<file path="config.mk">
export PLATFORM = sky130hd
export DESIGN_NAME = switch_mode_ctrl
export DESIGN_NICKNAME = d
export VERILOG_FILES = /design/src/rtl/switch_mode_ctrl.sv
export SDC_FILE = /design/constraint.sdc
export NUM_CORES = 1
export LEC_CHECK = 0
export ABC_AREA = 1
export BUFFER_PORTS_ARGS = -buffer_cell sky130_fd_sc_hd__buf_2
export CAP_MARGIN = 20
export CORE_ASPECT_RATIO = 1.5
export CORE_MARGIN = 2
export CORE_UTILIZATION = 41
export CTS_BUF_LIST = sky130_fd_sc_hd__clkbuf_2 sky130_fd_sc_hd__clkbuf_4 sky130_fd_sc_hd__clkbuf_8
export CTS_CLUSTER_DIAMETER = 30
export DETAILED_ROUTE_END_ITERATION = 16
export PLACE_DENSITY = 0.55
export SLEW_MARGIN = 5
export SYNTH_ARGS = -nofsm -noshare
export SYNTH_HDL_FRONTEND = slang
export SYNTH_SLANG_ARGS = --single-unit
</file>
<file path="constraint.sdc">
create_clock -name clk -period 6.25 [get_ports clk]
set_input_delay 0.3125 -clock clk [delete_from_list [all_inputs] [get_ports clk]]
set_output_delay 0.3125 -clock clk [all_outputs]
set_load 0.1 [all_outputs]
</file>
<file path="src/rtl/switch_mode_ctrl.sv">
// switch_mode_ctrl: debounces the ON/OFF and three animation-select switches
// and drives a small display-mode state machine with registered decoded outputs.
// Optional feature: define ERROR_LATCH_EN to make the ERROR state sticky until
// every animation switch is released or the board is switched off.
// Note: CNT_W must satisfy 2**CNT_W > DEBOUNCE_CYCLES.
module switch_mode_ctrl #(
    parameter int DEBOUNCE_CYCLES = 1000000,
    parameter int CNT_W           = 20
) (
    input  logic       clk,
    input  logic       rst,
    input  logic [9:0] sw,
    output logic [2:0] mode,
    output logic [2:0] anim_en,
    output logic       name_en,
    output logic       err,
    output logic       mode_chg
);

    typedef enum logic [2:0] {
        ST_OFF    = 3'd0,
        ST_NORMAL = 3'd1,
        ST_ANIM1  = 3'd2,
        ST_ANIM2  = 3'd3,
        ST_ANIM3  = 3'd4,
        ST_ERROR  = 3'd5
    } state_t;

    localparam int NSW = 4;
    localparam logic [CNT_W-1:0] CNT_MAX = CNT_W'(DEBOUNCE_CYCLES - 1);

    // Switches without a function; named so lint treats them as intentionally unused.
    logic sw_unused;
    assign sw_unused = &{1'b0, sw[6:1]};

    // Bit order: [0]=on, [1]=anim1, [2]=anim2, [3]=anim3.
    logic [NSW-1:0] sw_used;
    assign sw_used = {sw[9], sw[8], sw[7], sw[0]};

    logic [NSW-1:0] sync1_q, sync1_d, sync2_q, sync2_d;
    logic [NSW-1:0] deb_vec;

    // Two-stage synchronizer input for each used switch.
    always_comb begin
        sync1_d = sw_used;
        sync2_d = sync1_q;
    end

    // Synchronizer flops.
    always_ff @(posedge clk or posedge rst) begin
        if (rst) begin
            sync1_q <= '0;
            sync2_q <= '0;
        end else begin
            sync1_q <= sync1_d;
            sync2_q <= sync2_d;
        end
    end

    genvar gi;
    generate
        for (gi = 0; gi < NSW; gi++) begin : g_deb
            logic [CNT_W-1:0] cnt_q, cnt_d;
            logic             deb_q, deb_d;

            // Count cycles of a stable disagreement; a pending toggle (first stage
            // differing from the second) restarts the count so that a clean edge
            // is accepted after exactly DEBOUNCE_CYCLES cycles.
            always_comb begin
                cnt_d = cnt_q;
                deb_d = deb_q;
                if ((sync2_q[gi] == deb_q) || (sync1_q[gi] != sync2_q[gi])) begin
                    cnt_d = '0;
                end else if (cnt_q == CNT_MAX) begin
                    deb_d = sync2_q[gi];
                    cnt_d = '0;
                end else begin
                    cnt_d = cnt_q + CNT_W'(1);
                end
            end

            // Debounce counter and accepted switch level.
            always_ff @(posedge clk or posedge rst) begin
                if (rst) begin
                    cnt_q <= '0;
                    deb_q <= 1'b0;
                end else begin
                    cnt_q <= cnt_d;
                    deb_q <= deb_d;
                end
            end

            assign deb_vec[gi] = deb_q;
        end
    endgenerate

    logic       sw_on, sw_a1, sw_a2, sw_a3;
    logic [1:0] anim_sum;
    assign sw_on    = deb_vec[0];
    assign sw_a1    = deb_vec[1];
    assign sw_a2    = deb_vec[2];
    assign sw_a3    = deb_vec[3];
    assign anim_sum = {1'b0, sw_a1} + {1'b0, sw_a2} + {1'b0, sw_a3};

    state_t     state_q, state_d;
    logic [2:0] mode_q, mode_d, anim_en_q, anim_en_d;
    logic       name_en_q, name_en_d, err_q, err_d, mode_chg_q, mode_chg_d;

    // Next state by priority, then decode of that next state so every output
    // register changes on the same edge as the state register.
    always_comb begin
        state_d = ST_NORMAL;
        if (!sw_on) begin
            state_d = ST_OFF;
        end else if (anim_sum > 2'd1) begin
            state_d = ST_ERROR;
`ifdef ERROR_LATCH_EN
        end else if ((state_q == ST_ERROR) && (anim_sum != 2'd0)) begin
            state_d = ST_ERROR;
`endif
        end else if (sw_a3) begin
            state_d = ST_ANIM3;
        end else if (sw_a2) begin
            state_d = ST_ANIM2;
        end else if (sw_a1) begin
            state_d = ST_ANIM1;
        end

        mode_d     = state_d;
        anim_en_d  = 3'b000;
        name_en_d  = 1'b0;
        err_d      = 1'b0;
        mode_chg_d = (state_d != state_q);
        case (state_d)
            ST_NORMAL: name_en_d = 1'b1;
            ST_ANIM1:  anim_en_d = 3'b001;
            ST_ANIM2:  anim_en_d = 3'b010;
            ST_ANIM3:  anim_en_d = 3'b100;
            ST_ERROR:  err_d     = 1'b1;
            default:   ;
        endcase
    end

    // State and registered outputs.
    always_ff @(posedge clk or posedge rst) begin
        if (rst) begin
            state_q    <= ST_OFF;
            mode_q     <= 3'd0;
            anim_en_q  <= 3'b000;
            name_en_q  <= 1'b0;
            err_q      <= 1'b0;
            mode_chg_q <= 1'b0;
        end else begin
            state_q    <= state_d;
            mode_q     <= mode_d;
            anim_en_q  <= anim_en_d;
            name_en_q  <= name_en_d;
            err_q      <= err_d;
            mode_chg_q <= mode_chg_d;
        end
    end

    assign mode     = mode_q;
    assign anim_en  = anim_en_q;
    assign name_en  = name_en_q;
    assign err      = err_q;
    assign mode_chg = mode_chg_q;

endmodule

</file>
==> results.rst, run 1 <==
.. list-table::
   :header-rows: 1

   * - Metric
     - Value
   * - Result of the run
     - completed
   * - Dominant delay contributor by cell family on the critical path
     - buffers and inverters
   * - Data arrival time of the critical path
     - 2.07 ns
   * - Final number of hold-violating endpoints
     - 0
   * - Port Buffers
     - 14
   * - Die outline height
     - 147 um
   * - Startpoint type of the worst setup path
     - input port
   * - DRT iter0 DRCs
     - 112
   * - Final period util
     - 26.9%
   * - #FFs+latches synth
     - 101
   * - Fill count
     - 1372
   * - Final total power
     - 1.22 mW
   * - Logic depth of the worst path, buffers included
     - 4
   * - Hold Path Cell Cnt
     - 1
   * - Total iterations of the first detailed-routing run
     - 4
   * - Unrepaired setup endpoints after global routing
     - no
   * - Post-route antenna net violation count
     - 0
   * - Via Count
     - 4582
   * - Floorplan core area
     - 0.0134 mm2
   * - Clock tree root driver cell
     - clkbuf_8
   * - Clk_skew
     - 0.0129 ns
   * - Setup violators final
     - 0
   * - Pwr Density
     - 199 mW/mm2
   * - Static leakage
     - 2.76 nW
   * - Largest buffer count on any clock path
     - 2
   * - Floorplan die width
     - 99.1 um
   * - Routed via count divided by cell count
     - 4.96
   * - Mapped Cells
     - 730
   * - Data required time of the critical path
     - 6.64 ns
   * - Wire length of the first global-routing pass
     - 20700 um
   * - Slew Limit Headroom
     - 42.2%
   * - CTS Buf Count
     - 9
   * - Overflow after GRT
     - 0
   * - Endpoint class of the critical path
     - async pin
   * - Number of antenna violations at the first check in global routing
     - 0
   * - Final Slew Violations
     - 0
   * - Slowest cell on the critical path
     - buf_4
   * - YS warnings
     - 0
   * - Number of cells in the design after placement
     - 907
   * - Filler-free cell count of the finished design
     - 924
   * - Final-layout setup total negative slack
     - 0 ns
   * - Top library cells by usage in the layout, fill and taps aside
     - nor2_1 (174), nand2_1 (138), dfrtp_1 (101)
   * - Number of DRC violations after detailed routing
     - 0
   * - Number of max-cap violations
     - 0
   * - Pin count of the biggest net entering global routing
     - 72
   * - N_diodes
     - 0
   * - Worst hold slack after final layout
     - 0.0357 ns
   * - Via count of the first global-routing pass
     - 4519
   * - Area of the mapped netlist
     - 0.00556 mm2
   * - Multi-input gate area in the final layout
     - 0.00268 mm2
   * - Class of the tightest hold or removal check
     - input port to register
   * - Worst-path maximum fanout
     - 71
   * - Share of the yosys chip area belonging to registers
     - 45.4%
   * - H-tree level count
     - 3
   * - Buffers plus inverters on the worst setup path
     - 4
   * - Count of boundary I/O pins
     - 21
   * - HPWL after detailed placement
     - 8820 um
   * - Synthesized area per cell
     - 7.62 um2
   * - Count of different cell masters after synthesis
     - 28
   * - Stage delay of the slowest cell on the critical path
     - 0.76 ns
   * - Initial Util
     - 41.5%
   * - Row Count
     - 52
   * - Fmax
     - 594 MHz
   * - Worst-path cell chain
     - dlygate4sd3_1 -> buf_2 -> inv_4 -> buf_4
   * - Commonest non-fill, non-tap cell in the layout
     - nor2_1
   * - Number of sinks handled by clock tree synthesis
     - 101
   * - Floorplan die area
     - 0.0145 mm2
   * - Synthesized Nets
     - 747
   * - Fraction of layout cells with a size suffix above 1
     - 12.5%
   * - Footprint of the flip-flops and latches
     - 0.00253 mm2
   * - Clk Latency, worst-skew pair
     - 0.37 ns
   * - Reg2Reg Depth
     - 6
   * - Category of the most critical setup path
     - input port to async pin
   * - Post-route core utilization
     - 45.6%
   * - Nets@finish
     - 774
   * - Wirelength, routed
     - 11800 um
   * - CTS tree
     - done
   * - Routability congestion estimate
     - 0.928
   * - Post-detailed-route wirelength per cell
     - 12.8 um
   * - Clock transition at the registers of the reported paths
     - 0.11 ns
   * - Area growth, synth to finish
     - 9.78%
   * - Overall global routing resource usage
     - 17.5%
   * - Tmin final
     - 1.68 ns
   * - Slew at the pin closest to its max-slew limit
     - 0.867 ns
   * - Worst voltage drop across the vdd grid
     - 0.000117 V
-- cell families (layout without fill, tap and decap cells) --
group | count (synthesis) | after routing | synth area share (%)
AO/OA/AOI/OAI | 40 | 40 | 4.16
XOR/XNOR | 37 | 37 | 5.82
adder cells (fa/ha/maj) | 5 | 5 | 1.12
buffers and inverters | 94 | 126 | 6.41
flip-flops | 101 | 101 | 45.4
AND/OR/NAND/NOR | 453 | 453 | 37.1
-- worst paths after layout --
| check | startpoint | endpoint | slack (ns) |
|---|---|---|---|
| worst max-delay path | rst | g_deb[1].cnt_q[1]$_DFF_PP0_ | 4.57 |
| max in group clk | g_deb[1].cnt_q[0]$_DFF_PP0_ | g_deb[1].cnt_q[9]$_DFF_PP0_ | 4.72 |
| worst max register to register | g_deb[1].cnt_q[0]$_DFF_PP0_ | g_deb[1].cnt_q[9]$_DFF_PP0_ | 4.72 |
| worst min register to register | sync1_q[0]$_DFF_PP0_ | sync2_q[0]$_DFF_PP0_ | 0.39 |
| worst min-delay path | sw[8] | sync1_q[2]$_DFF_PP0_ | 0.04 |
| min in group asynchronous | rst | g_deb[2].cnt_q[6]$_DFF_PP0_ | 0.47 |
-- sequential cells by signal, indices dropped and copies added, names as in the netlist --
register	cells
g_deb.deb_q	4
anim_en	3
err	1
g_deb.cnt_q	80
sync2_q	4
mode_chg	1
name_en	1
mode	3
sync1_q	4
-- power by group --
part	switching (mW)	internal (mW)
clock	0.237	0.268
sequential	0.00535	0.660
combinational	0.0351	0.0120
total	0.277	0.940
-- stage by stage --
| step | worst slack (ns) | area, um2 |
|---|---|---|
| after floorplan | 3.29 | 5560 |
| after global placement | 4.60 | 5850 |
| after detailed placement | 4.58 | 5850 |
| after CTS | 4.45 | 6110 |
| after global routing | 4.28 | 6110 |
| final | 4.57 | 6110 |
-- cell usage after synthesis (all sizes together) --
library cell | n | area, um2
nand2 | 158 | 663
xor2 | 22 | 193
nand4 | 18 | 113
dfrtp | 101 | 2530
o21bai | 5 | 41.3
o21ai | 26 | 145
a21oi | 9 | 45.0
nor3b | 1 | 7.51
buf | 3 | 15.0
nor2 | 201 | 876
nand3b | 1 | 7.51
nand3 | 63 | 335
ha | 5 | 62.6
xnor2 | 15 | 131
nor3 | 11 | 60.1
inv | 91 | 342
-- repair_timing --
action	CTS	global route
endpoints found under the hold margin	30	0
setup buffers	0	0
gates resized for setup	0	0
setup endpoints to repair	0	0
hold buffers	1	0
-- worst reg2reg max path, delay by kind of cell (launching register included) --
family	cells	cell delay, ns
flops	1	0.39
fa+ha+maj	1	0.23
simple gates	5	0.79
-- cell type report --
cell class,count,area share [%]
multi-input cells,535,43.9
flip-flops and latches,101,41.4
inverters,91,5.63
well taps,162,3.32
clock buffers,9,2.03
clock inverters,7,1.97
repair buffers,19,1.80
-- per-layer routing --
metal  vias up  GRT usage, %  routed length (um)
met5         -             0                   0
li1       2350             -                   -
met2        71          30.4                6120
met1      2139          21.9                5190
met3        22          1.87                 247
met4         0          6.99                 268
No activity file was read; power rests on OpenSTA's default activity.
==> run 2: changes to the inputs <==
- ABC_AREA: 1 -> 0
- clock period: 6.25 -> 1.7 ns (I/O delays scaled with it)
==> run 2 against run 1 <==
  * The run now ends with negative setup slack left
  * Critical path type is now register to register
  * Hold slack improved by 0.28 ns
  * First-iteration DRC count increased by 11%
  * Register-to-register slack got worse by 5.0 ns
  * Setup slack got worse by 4.9 ns
  * Critical path depth increased by 1
  * Total power increased to 3.5 times the previous value
  * Clock skew increased by 0.00098 ns
  * Final area increased by 4.1%
  * Clock power increased to 3.1 times the previous value
  * Flip-flop and latch count unchanged
==> results.rst, run 2 <==
.. list-table::
   :header-rows: 1

   * - Metric
     - Value
   * - CTS tree
     - done
   * - N_diodes
     - 0
   * - Final period util
     - 118%
   * - Pwr Density
     - 663 mW/mm2
   * - Die outline height
     - 137 um
   * - Mapped Cells
     - 489
   * - Area of the mapped netlist
     - 0.00484 mm2
   * - Fill count
     - 1043
   * - Tmin final
     - 2.01 ns
   * - Final worst setup slack
     - -0.314 ns
   * - Final number of hold-violating endpoints
     - 0
   * - Post-route core utilization
     - 55.2%
   * - Post-synth EDFFs
     - 0
   * - Fraction of layout cells with a size suffix above 1
     - 30.0%
   * - Clock tree root driver cell
     - clkbuf_8
   * - Clk Latency, worst-skew pair
     - 0.38 ns
   * - Ys async rst share
     - 100%
   * - Top cells by area, synth
     - dfrtp_1 (52%), xor2_1 (5.1%), nor2_1 (4.1%)
   * - Top library cells by usage in the layout, fill and taps aside
     - dfrtp_1 (101), buf_4 (90), nor2_1 (41)
   * - Static leakage
     - 2.72 nW
   * - Multi-input gate area in the final layout
     - 0.00238 mm2
   * - Nets@finish
     - 625
   * - Wirelength, routed
     - 11000 um
   * - Most frequently used flop master after synthesis
     - dfrtp_1
   * - Number of sinks handled by clock tree synthesis
     - 101
   * - Synthesized area per cell
     - 9.89 um2
   * - Yosys top cell by area
     - dfrtp_1
   * - Startpoint type of the worst setup path
     - register
   * - DRT iter0 DRCs
     - 124
   * - Total iterations of the first detailed-routing run
     - 4
   * - YS warnings
     - 0
   * - Flip-flop count of the largest register after layout
     - 80
   * - Port Buffers
     - 14
   * - Violated checks
     - negative setup slack
   * - Pin count of the biggest net entering global routing
     - 26
   * - Post-detailed-route wirelength per cell
     - 14.4 um
   * - Floorplan die area
     - 0.0127 mm2
   * - Unrepaired setup endpoints after global routing
     - yes
   * - Overflow after GRT
     - 0
   * - Worst voltage drop across the vdd grid
     - 0.000541 V
   * - Fmax
     - 497 MHz
   * - Number of max-cap violations
     - 0
   * - Wire length of the first global-routing pass
     - 18800 um
   * - Category of the most critical setup path
     - register to register
   * - Initial Util
     - 41.9%
   * - Number of DRC violations after detailed routing
     - 0
   * - Share of the yosys chip area belonging to registers
     - 52.3%
   * - Share of Yosys cell area claimed by the top area cell type
     - 52.3%
   * - Routability congestion estimate
     - 0.793
   * - Area growth, synth to finish
     - 31.5%
   * - Data required time of the critical path
     - 1.97 ns
   * - Overall global routing resource usage
     - 18.6%
   * - Setup violators final
     - 42
   * - Final total power
     - 4.21 mW
   * - Floorplan core area
     - 0.0115 mm2
   * - Final Slew Violations
     - 0
   * - Final-layout setup total negative slack
     - -9.99 ns
   * - Slew at the pin closest to its max-slew limit
     - 0.625 ns
   * - CTS Buf Count
     - 9
   * - Worst-path maximum fanout
     - 12
   * - Commonest non-fill, non-tap cell in the layout
     - dfrtp_1
   * - Slew Limit Headroom
     - 58.3%
   * - Top-count cell post-synth
     - dfrtp_1
   * - Class of the tightest hold or removal check
     - input port to async pin
   * - Number of antenna violations at the first check in global routing
     - 0
   * - Endpoint class of the critical path
     - register
   * - Row Count
     - 48
   * - Floorplan die width
     - 92.7 um
   * - Register with the most flip-flops
     - g_deb.cnt_q
   * - Via Count
     - 4018
   * - Count of different cell masters after synthesis
     - 45
   * - Top cells by instance count after synthesis
     - dfrtp_1 (101), nor2_1 (53), nand3_1 (31), a21oi_1 (30), xor2_1 (28)
   * - Footprint of the flip-flops and latches
     - 0.00253 mm2
   * - #FFs+latches synth
     - 101
   * - Clk_skew
     - 0.0139 ns
   * - Via count of the first global-routing pass
     - 4030
   * - Result of the run
     - finished with violations
   * - Post-route antenna net violation count
     - 0
   * - R2R Setup Slk
     - -0.31 ns
   * - HPWL after detailed placement
     - 7960 um
   * - H-tree level count
     - 3
   * - Data arrival time of the critical path
     - 2.28 ns
   * - Routed via count divided by cell count
     - 5.27
   * - Largest buffer count on any clock path
     - 2
   * - Synthesized Nets
     - 506
   * - Count of boundary I/O pins
     - 21
   * - Clock transition at the registers of the reported paths
     - 0.11 ns
run 2: critical path, stage by stage, from the launching register on:
cell and delay [ns]:
dfrtp_1 0.38, or4_1 0.51, or4_4 0.55, o22ai_4 0.22, buf_12 0.18, nor2_1 0.06
run 2: metrics by stage:
stage	worst slack [ns]	hold WS (ns)	area [um2]	std cells
CTS	-0.328	0.314	6210	757
floorplan	-0.250	0.116	4930	489
global placement	-0.290	0.195	5900	734
finish	-0.314	0.320	6360	763
global route	-0.386	0.334	6360	763
detailed placement	-0.350	0.194	5900	734
run 2: metal layers:
layer	vias to the layer above	part of all wire (%)	GRT usage (%)
li1	1986	-	-
met1	1973	42	22.2
met2	40	54	33.6
met3	19	1.9	3.19
met4	0	2.1	6.86
met5	-	0	0
run 2: final cells by class:
cell class / instances / share of cell area (%)
sequential: 101 / 39.7
multi-input combinational: 355 / 37.5
timing repair buffer: 120 / 15.4
tap: 150 / 2.95
clock buffer: 9 / 1.95
inverter: 21 / 1.30
clock inverter: 7 / 1.18
run 2: cells by family (layout without fill, tap and decap cells):
logic type      Yosys count  count (layout)  synth area share, %
simple gates            227             227                 25.5
xor+xnor                 47              47                 8.51
compound gates           76              76                 9.47
fa+ha+maj                 5               5                 1.29
buf+inv                  33             157                 2.95
flops                   101             101                 52.3
run 2: path summary, 6_finish.rpt:
kind,endpoint,cells after the start,start
worst min register to register,sync2_q[3]$_DFF_PP0_,0,sync1_q[3]$_DFF_PP0_
worst max-delay path,g_deb[0].cnt_q[4]$_DFF_PP0_,5,g_deb[0].cnt_q[11]$_DFF_PP0_
max in group asynchronous,g_deb[1].cnt_q[6]$_DFF_PP0_,4,rst
min in group clk,sync1_q[0]$_DFF_PP0_,2,sw[0]
worst max register to register,g_deb[0].cnt_q[4]$_DFF_PP0_,5,g_deb[0].cnt_q[11]$_DFF_PP0_
worst min-delay path,mode[2]$_DFF_PP0_,3,rst
run 2: what timing repair did:
action,in CTS,in global routing
resized for setup,14,24
hold buffers,5,0
hold endpoints to repair,25,0
setup endpoints to repair,45,82
buffers inserted,2,6
pin swaps,14,9
run 2: power breakdown:
part	switching [mW]	leakage [nW]	total (mW)	internal [mW]
clock network	0.896	0.104	1.59	0.689
logic	0.113	1.23	0.193	0.0794
registers	0.0170	1.39	2.44	2.42
==> run 3: changes to the inputs <==
- CAP_MARGIN: 20 -> not set
- CORE_UTILIZATION: 41 -> 56
- PLACE_DENSITY: 0.55 -> 0.72
- SKIP_CTS_REPAIR_TIMING: not set -> 1
==> run 3 against run 2 <==
  * Non-clock buffer count down 19
  * Highest routed layer unchanged
  * Final area shrank 4.4%
  * Routed wire length shrank 7.8%
  * Global-route usage is 4.3 points higher
  * The flow still finishes with violations (negative setup slack)
==> results.rst, run 3 (same netlist as run 2, synthesis figures left out) <==
.. list-table::
   :header-rows: 1

   * - Metric
     - Value
   * - Category of the most critical setup path
     - register to register
   * - Startpoint type of the worst setup path
     - register
   * - Commonest non-fill, non-tap cell in the layout
     - dfrtp_1
   * - Row Count
     - 41
   * - Class of the tightest hold or removal check
     - input port to async pin
   * - Overflow after GRT
     - 0
   * - HPWL after detailed placement
     - 7060 um
   * - Slew Limit Headroom
     - 66.2%
   * - Dominant delay contributor by cell family on the critical path
     - simple AND/OR/NAND/NOR gates
   * - Register with the most flip-flops
     - g_deb.cnt_q
   * - Slew at the pin closest to its max-slew limit
     - 0.511 ns
   * - Nets@finish
     - 606
   * - CTS Buf Count
     - 9
   * - Flip-flop count of the largest register after layout
     - 80
   * - Count of boundary I/O pins
     - 21
   * - Slowest cell on the critical path
     - or4_4
   * - R2R Setup Slk
     - -0.36 ns
   * - Port Buffers
     - 14
   * - Final worst setup slack
     - -0.357 ns
   * - Static leakage
     - 2.59 nW
   * - N_diodes
     - 0
   * - Initial Util
     - 57.5%
   * - Data required time of the critical path
     - 1.97 ns
   * - Metal1 wirelength
     - 4300 um
   * - Number of antenna violations at the first check in global routing
     - 0
   * - Via Count
     - 3944
   * - Highest routed layer
     - met4
   * - Worst voltage drop across the vdd grid
     - 0.000648 V
   * - Wire length of the first global-routing pass
     - 17200 um
   * - H-tree level count
     - 3
   * - Worst-path cell chain
     - or4_1 -> or4_4 -> o22ai_4 -> buf_12 -> nor2_1
   * - Final number of hold-violating endpoints
     - 0
   * - Buffers plus inverters on the worst setup path
     - 1
   * - Overall global routing resource usage
     - 22.9%
   * - Worst-path maximum fanout
     - 11
   * - Final Slew Violations
     - 0
   * - Die outline height
     - 118 um
   * - Setup violators final
     - 41
   * - Area growth, synth to finish
     - 25.7%
   * - Endpoint class of the critical path
     - register
   * - Total iterations of the first detailed-routing run
     - 4
   * - DRT iter0 DRCs
     - 250
   * - Post-detailed-route wirelength per cell
     - 14.4 um
   * - Post-route antenna net violation count
     - 0
   * - Routability congestion estimate
     - 0.890
   * - Wirelength, routed
     - 10100 um
   * - Clock tree root driver cell
     - clkbuf_8
   * - Fill count
     - 635
   * - Stage delay of the slowest cell on the critical path
     - 0.55 ns
   * - Routed via count divided by cell count
     - 5.63
   * - Floorplan die area
     - 0.00941 mm2
   * - Fraction of layout cells with a size suffix above 1
     - 26.1%
   * - Data arrival time of the critical path
     - 2.32 ns
   * - Clk_skew
     - 0.0123 ns
   * - Pin count of the biggest net entering global routing
     - 93
   * - Fmax
     - 486 MHz
   * - Floorplan core area
     - 0.00841 mm2
   * - Final-layout setup total negative slack
     - -12.40 ns
   * - Final period util
     - 121%
   * - Number of DRC violations after detailed routing
     - 0
   * - Via count of the first global-routing pass
     - 3930
   * - Top library cells by usage in the layout, fill and taps aside
     - dfrtp_1 (101), buf_4 (74), nor2_1 (52)
   * - Clk Latency, worst-skew pair
     - 0.37 ns
   * - Number of max-cap violations
     - 0
   * - Routed wire length on met2
     - 5410 um
   * - Result of the run
     - finished with violations
   * - Post-route core utilization
     - 72.3%
   * - Worst hold slack after final layout
     - 0.193 ns
   * - Unrepaired setup endpoints after global routing
     - yes
   * - Clock transition at the registers of the reported paths
     - 0.09 ns
   * - Amount of wire on met3 after detailed routing
     - 232 um
   * - CTS tree
     - done
   * - Floorplan die width
     - 79.9 um
   * - Largest buffer count on any clock path
     - 2
   * - Violated checks
     - negative setup slack
   * - Number of sinks handled by clock tree synthesis
     - 101
   * - Pwr Density
     - 657 mW/mm2
   * - Tmin final
     - 2.06 ns
-- run 3: routing by layer --
metal	GRT usage, %	up-vias
met5	0	-
met1	29.2	1950
met2	38.3	36
met3	4.06	12
met4	8.90	0
li1	-	1946
-- run 3: worst reg2reg max path, cell delays in order (launching register included) --
cell,delay (ns)
dfrtp_1,0.39
or4_1,0.54
or4_4,0.55
o22ai_4,0.24
buf_12,0.18
nor2_1,0.05
-- run 3: final cells by class --
cell class                      instances  area [um2]  share of cell area (%)
Clock buffer                           12         153                    2.51
Clock inverter                          3        22.5                   0.370
Inverter                               21        82.6                    1.36
Multi-Input combinational cell        355        2340                    38.5
Sequential cell                       101        2530                    41.6
Tap cell                              107         134                    2.20
Timing Repair Buffer                  101         818                    13.5
-- run 3: stage by stage --
| stage | setup WS (ns) | power, mW | cells | cell area [um2] |
|---|---|---|---|---|
| finish | -0.357 | 4.00 | 700 | 6080 |
| global route | -0.402 | 4.17 | 700 | 6080 |
| CTS | -0.389 | 4.04 | 683 | 5840 |
| detailed placement | -0.359 | 2.64 | 668 | 5660 |
| global placement | -0.299 | 2.64 | 668 | 5660 |
| floorplan | -0.250 | 2.57 | 489 | 4930 |
-- run 3: power breakdown --
part	internal (mW)	total [mW]	switching (mW)
registers	2.42	2.44	0.0184
clock network	0.598	1.39	0.795
logic	0.0641	0.166	0.102
total	3.08	4.00	0.915
-- run 3: final timing paths --
check,endpoint,depth (start not counted),startpoint
max in group asynchronous,g_deb[3].cnt_q[10]$_DFF_PP0_,4,rst
worst max register to register,g_deb[0].cnt_q[5]$_DFF_PP0_,5,g_deb[0].cnt_q[10]$_DFF_PP0_
worst min register to register,sync2_q[3]$_DFF_PP0_,0,sync1_q[3]$_DFF_PP0_
worst max-delay path,g_deb[0].cnt_q[5]$_DFF_PP0_,5,g_deb[0].cnt_q[10]$_DFF_PP0_
min in group clk,sync1_q[2]$_DFF_PP0_,2,sw[8]
worst min-delay path,g_deb[1].cnt_q[7]$_DFF_PP0_,3,rst
